[config.mk]
export PLATFORM = sky130hd
export DESIGN_NAME = memory_io_controller
export DESIGN_NICKNAME = d
export VERILOG_FILES = /design/src/rtl/memory_io_controller.sv
export SDC_FILE = /design/constraint.sdc
export NUM_CORES = 1
export LEC_CHECK = 0
export ABC_CLOCK_PERIOD_IN_PS = 2000
export BUFFER_PORTS_ARGS = -buffer_cell sky130_fd_sc_hd__buf_2
export CAP_MARGIN = 0
export CORE_MARGIN = 8
export CORE_UTILIZATION = 42
export DETAILED_ROUTE_END_ITERATION = 10
export PLACE_DENSITY = 0.72
export SYNTH_ARGS = -nofsm -noshare
export SYNTH_HDL_FRONTEND = slang
export SYNTH_SLANG_ARGS = --single-unit
[constraint.sdc]
create_clock -name i_Clk -period 2 [get_ports i_Clk]
set_clock_uncertainty 0.05 [all_clocks]
set_input_delay 0.1 -clock i_Clk [delete_from_list [all_inputs] [get_ports i_Clk]]
set_output_delay 0.1 -clock i_Clk [all_outputs]
set_load 0.01 [all_outputs]
[src/rtl/memory_io_controller.sv]
// Memory / I-O stage for the eLC-3 datapath.
// Serves MAR/MDR requests from either external asynchronous SRAM (multi-cycle,
// WAIT_STATES strobe cycles) or the memory-mapped keyboard/display registers
// (single-cycle). Completion is signalled by a one-cycle R pulse.
module memory_io_controller #(
    parameter int WAIT_STATES = 2,
    parameter int SRAM_AW     = 20
) (
    input  logic               i_Clk,
    input  logic               i_Reset,
    input  logic [15:0]        i_MAR,
    input  logic [15:0]        i_MDR,
    input  logic               i_MIO_EN,
    input  logic               i_R_W,
    output logic [15:0]        o_In,
    output logic               o_R,
    output logic [SRAM_AW-1:0] o_SRAM_ADDR,
    output logic [15:0]        o_SRAM_WDATA,
    input  logic [15:0]        i_SRAM_RDATA,
    output logic               o_SRAM_CE_N,
    output logic               o_SRAM_OE_N,
    output logic               o_SRAM_WE_N,
    input  logic               i_KeyValid,
    input  logic [7:0]         i_KeyData,
    output logic [7:0]         o_DispData,
    output logic               o_DispValid,
    input  logic               i_DispReady,
    output logic               o_KbdIntReq
);

    typedef enum logic [1:0] {IDLE, SRAM_ACC, DONE} state_t;

    state_t             r_state;
    logic [3:0]         r_cnt;
    logic               r_rw;
    logic [15:0]        r_in;
    logic               r_r;
    logic [SRAM_AW-1:0] r_sram_addr;
    logic [15:0]        r_sram_wdata;
    logic               r_ce_n;
    logic               r_oe_n;
    logic               r_we_n;
    logic               r_kb_ready;
    logic               r_kb_ie;
    logic [7:0]         r_kbdr;
    logic [7:0]         r_disp_data;
    logic               r_disp_valid;

    // The whole xFE00..xFFFF page belongs to devices; only four addresses are mapped.
    logic        w_start;
    logic        w_is_dev;
    logic        w_sel_kbsr;
    logic        w_sel_kbdr;
    logic        w_sel_dsr;
    logic        w_sel_ddr;
    logic        w_kbdr_rd;
    logic        w_kbsr_wr;
    logic        w_ddr_wr;
    logic [15:0] w_dev_rdata;

    assign w_start    = (r_state == IDLE) && i_MIO_EN;
    assign w_is_dev   = (i_MAR[15:9] == 7'h7F);
    assign w_sel_kbsr = (i_MAR == 16'hFE00);
    assign w_sel_kbdr = (i_MAR == 16'hFE02);
    assign w_sel_dsr  = (i_MAR == 16'hFE04);
    assign w_sel_ddr  = (i_MAR == 16'hFE06);
    assign w_kbdr_rd  = w_start && w_sel_kbdr && !i_R_W;
    assign w_kbsr_wr  = w_start && w_sel_kbsr && i_R_W;
    assign w_ddr_wr   = w_start && w_sel_ddr && i_R_W;

    // Device register read mux; unmapped device addresses read as zero.
    always_comb begin
        w_dev_rdata = 16'h0000;
        if (w_sel_kbsr)
            w_dev_rdata = {r_kb_ready, r_kb_ie, 14'b0};
        else if (w_sel_kbdr)
            w_dev_rdata = {8'h00, r_kbdr};
        else if (w_sel_dsr)
            w_dev_rdata = {~r_disp_valid, 15'b0};
        else if (w_sel_ddr)
            w_dev_rdata = {8'h00, r_disp_data};
    end

    // Access FSM: sequences SRAM strobes, captures read data, pulses R.
    always_ff @(posedge i_Clk or negedge i_Reset) begin
        if (!i_Reset) begin
            r_state      <= IDLE;
            r_cnt        <= 4'd0;
            r_rw         <= 1'b0;
            r_in         <= 16'h0000;
            r_r          <= 1'b0;
            r_sram_addr  <= '0;
            r_sram_wdata <= 16'h0000;
            r_ce_n       <= 1'b1;
            r_oe_n       <= 1'b1;
            r_we_n       <= 1'b1;
        end else begin
            case (r_state)
                IDLE: begin
                    r_r <= 1'b0;
                    if (w_start) begin
                        r_rw <= i_R_W;
                        if (w_is_dev) begin
                            if (!i_R_W)
                                r_in <= w_dev_rdata;
                            r_r     <= 1'b1;
                            r_state <= DONE;
                        end else begin
                            r_sram_addr <= {{(SRAM_AW-16){1'b0}}, i_MAR};
                            r_ce_n      <= 1'b0;
                            if (i_R_W) begin
                                r_we_n       <= 1'b0;
                                r_sram_wdata <= i_MDR;
                            end else begin
                                r_oe_n <= 1'b0;
                            end
                            r_cnt   <= 4'(WAIT_STATES - 1);
                            r_state <= SRAM_ACC;
                        end
                    end
                end
                SRAM_ACC: begin
                    if (r_cnt == 4'd0) begin
                        if (!r_rw)
                            r_in <= i_SRAM_RDATA;
                        r_ce_n  <= 1'b1;
                        r_oe_n  <= 1'b1;
                        r_we_n  <= 1'b1;
                        r_r     <= 1'b1;
                        r_state <= DONE;
                    end else begin
                        r_cnt <= r_cnt - 4'd1;
                    end
                end
                DONE: begin
                    // A request still held high here belongs to the access just finished.
                    r_r     <= 1'b0;
                    r_state <= IDLE;
                end
                default: r_state <= IDLE;
            endcase
        end
    end

    // Keyboard and display registers; a new key wins over the KBDR read-clear.
    always_ff @(posedge i_Clk or negedge i_Reset) begin
        if (!i_Reset) begin
            r_kb_ready   <= 1'b0;
            r_kb_ie      <= 1'b0;
            r_kbdr       <= 8'h00;
            r_disp_data  <= 8'h00;
            r_disp_valid <= 1'b0;
        end else begin
            if (i_KeyValid) begin
                r_kbdr     <= i_KeyData;
                r_kb_ready <= 1'b1;
            end else if (w_kbdr_rd) begin
                r_kb_ready <= 1'b0;
            end
            if (w_kbsr_wr)
                r_kb_ie <= i_MDR[14];
            // A DDR write is only taken while the display is idle (DSR ready).
            if (w_ddr_wr && !r_disp_valid) begin
                r_disp_data  <= i_MDR[7:0];
                r_disp_valid <= 1'b1;
            end else if (r_disp_valid && i_DispReady) begin
                r_disp_valid <= 1'b0;
            end
        end
    end

    assign o_In         = r_in;
    assign o_R          = r_r;
    assign o_SRAM_ADDR  = r_sram_addr;
    assign o_SRAM_WDATA = r_sram_wdata;
    assign o_SRAM_CE_N  = r_ce_n;
    assign o_SRAM_OE_N  = r_oe_n;
    assign o_SRAM_WE_N  = r_we_n;
    assign o_DispData   = r_disp_data;
    assign o_DispValid  = r_disp_valid;
    assign o_KbdIntReq  = r_kb_ready & r_kb_ie;

endmodule

==> summary.txt <==
Max Slew Vio Count: 0
Die height: 108.2 um
Setup ws final: -0.008463 ns
H-tree depth: 3
IO buf count: 123
DRT antenna net count: 0
Crit-path cells: ha_1, buf_4, nand2b_2, o41ai_1, mux2_2
CTS tree: done
Sequential power share: 38.0%
Sw frac: 34.53%
Sequential area share after synthesis: 54.78%
Hold Crit Class: input pin to register
Fin cells: 579
Hold_ws: 0.03529 ns
Post-Synth Adder-Cell Area: 1.402%
Avg Vias per Cell: 5.150
Cell area after placement: 4443 um^2
I/O pin total: 128
Top FF cell, synth: dfrtp_1
Maximum fanout along the worst path: 13
Placed cells: 515
Synth area leaders: dfrtp_1 (53%), mux2_2 (16%), mux2i_1 (5.0%), mux2_4 (3.4%), dfstp_2 (2.2%)
Slew @ Worst Pin: 0.6721 ns
Drt wl/cell: 17.92 um
Total global routing overflow: 0
Main combinational cell family by area after synthesis: multiplexers
FF-to-FF End: o_In[3]
Beginning of the worst hold path: i_SRAM_RDATA[7]
Initial antenna violation count: 0
XOR/XNOR Fraction of Synth Area: 0%
Remaining DRCs: 0
PD cells: 1243 nW/um^2
Psw: 2.262 mW
Largest buffer count on any clock path: 2
Cell taking the most area after synthesis: dfrtp_1
Clk_lat worst skew: 0.35 ns
Violations in the final reports: setup timing
DP HPWL: 7.073 mm
Post-synth cell types: 39
CP max-delay cell: o41ai_1
CTS Buf Count: 9
Post-synthesis simple-gate area fraction: 7.326%
Vias in the first global route: 3361
Clk pwr share: 19.8%
WHS Path Cells: 4
Crit Path Category: register to register
# Max-Cap Violations: 0
Clock sinks: 78
Most frequent cells after synthesis: dfrtp_1 (75), mux2_2 (51), nand2_1 (21), mux2i_1 (18), inv_1 (14)
Most numerous cell in the Yosys netlist: dfrtp_1
Final setup violating endpoints: 1
Worst EP required: 2.24 ns
Final Net Count: 535
Hold EP: o_In[7]
Critical Path Source Type: register
CP endpoint kind: register
Initial drt markers: 116
FF-to-FF Start: r_state[0]
Post-Syn Area: 3570 um^2
Post-synth ARST share: 100.0%
Final Hold Viols: 0
Share of the synthesized area in the top cell type: 52.58%
Synth Register Bits: 78
Routed via count: 2982
Die extent in x: 108.2 um
Placer Congestion: 0.7959
Power Total: 6.550 mW
WP data arrival: 2.24 ns
RSZ-0062 raised after global routing: true
R2r setup slk: -0.008 ns
Yosys Warn Count: 0
P&R area growth vs syn: 47.63%
Run status: finished, violations left
Global-route wire length before repair: 16.82 mm
Worst path bufs/invs: 1
Detailed-router iteration count before antenna repair: 4
Slew margin rel.: 55.08%
Reg2reg path depth: 5
Final wirelength: 10.38 mm
Final cycle utilization of the critical path: 100.4%
Top cell family by delay on the critical path: compound AO/OA/AOI/OAI gates
Pin count of the biggest net entering global routing: 46
Mux share of post-synthesis cell area: 24.50%
Mapped Cells: 281
Total track usage: 18.45%
Die Area: 11710 um^2
Crit-path max cell delay: 0.44 ns
P_leak: 2.615 nW
Antenna cell count: 0
Comb pwr share: 42.2%
Internal power: 4.288 mW
Share of cells above drive strength 1: 52.11%
Synth Area in Compound Gates: 7.781%
CTS root buffer: clkbuf_8
Initial core utilization: 43.44%
Mapped Avg Cell Area: 12.70 um^2
# rows: 33
Core ar.: 8217 um^2
CTS clock-pin slew for the worst setup and hold paths: 0.09 ns
Post-layout min period: 2.008 ns
Post-Layout Inst Area: 5270 um^2
FMAX: 497.9 MHz
Max VDD drop: 0.6330 mV
Number of flops mapped to enable cells by yosys: 0
## power groups by stage
stage / Clock [mW] / Combinational (mW) / Sequential, mW
final: 1.30 / 2.76 / 2.49
after global routing: 1.39 / 3.00 / 2.57
after CTS: 1.32 / 2.65 / 2.48
after detailed placement: 0 / 2.49 / 2.51
after global placement: 0 / 2.43 / 2.46
after floorplan: 0 / 1.14 / 2.74
## how the worst max path moves through the flow
stage                           from  cells after the start  slack (ns)            end
after floorplan             r_cnt[0]                      7       0.003        o_In[4]
after global placement     i_MAR[15]                      6      -0.009  o_DispData[7]
after detailed placement   i_MAR[15]                      6       -0.04  o_DispData[5]
after CTS                 r_state[0]                      6       0.001  o_DispData[3]
after global routing      r_state[0]                      5       -0.06        o_In[3]
final                     r_state[0]                      5      -0.008        o_In[3]
## flip-flops by register name (all words and copies together) (netlist names), 2 cells and up
signal and cells:
r_kbdr 8, o_DispData 8, r_cnt 4, o_SRAM_ADDR 16
o_In 16, o_SRAM_WDATA 16, r_state 2
## per-layer routing
layer,vias up,part of all wire [%],track usage [%]
li1,1372,-,-
met1,1491,37,19.21
met2,101,52,32.43
met3,18,8.7,7.079
met4,0,1.9,7.929
met5,-,0,0
## repair_timing
item / CTS / global route
pin swaps: 4 / 2
hold buffers: 46 / 0
resized for setup: 10 / 16
gates cloned: 1 / 0
endpoints found under the setup margin: 42 / 42
hold endpoints to repair: 93 / 0
setup buffers: 1 / 0
## final cells by class
class,count,area [um^2]
multi-input combinational,174,1623
sequential,78,1956
clock buffer,11,131.4
timing repair buffer,192,1292
fill,638,2947
clock inverter,5,83.83
tap,105,131.4
inverter,14,52.55
## placed cells by master, fill, tap and decap left out, drive strengths merged, types with 4 or more instances in the layout
| cell | n |
|---|---|
| conb | 4 |
| buf | 146 |
| dfrtp | 75 |
| mux2i | 18 |
| inv | 15 |
| o21ai | 10 |
| nand2b | 7 |
| a21oi | 6 |
| mux2 | 59 |
| clkbuf | 11 |
| dlygate4sd3 | 46 |
| o21bai | 4 |
| nand2 | 21 |
| o41ai | 9 |
| o31ai | 5 |
| ha | 4 |
## cell families (layout without fill, tap and decap cells)
group	count (synthesis)	count (layout)
DFF	78	78
AOI/OAI and AO/OA	40	41
other	1	4
adders and majority gates	4	4
muxes	77	77
and+or+nand+nor	48	48
buffers and inverters	33	222
## through the flow
step / setup TNS [ns] / util, % / setup slack (ns)
floorplan: 0 / - / 0.002746
global placement: -0.06332 / 54.07 / -0.009268
detailed placement: -0.7373 / 54.07 / -0.04253
CTS: 0 / 63.18 / 0.001235
global route: -0.1651 / 64.14 / -0.06294
finish: -0.008463 / 64.14 / -0.008463
## worst reg2reg max path, stage by stage (launching register included)
cell	delay (ns)
dfrtp_1	0.42
ha_1	0.28
buf_4	0.21
nand2b_2	0.30
o41ai_1	0.44
mux2_2	0.24
No activity file was read; power rests on OpenSTA's default activity.
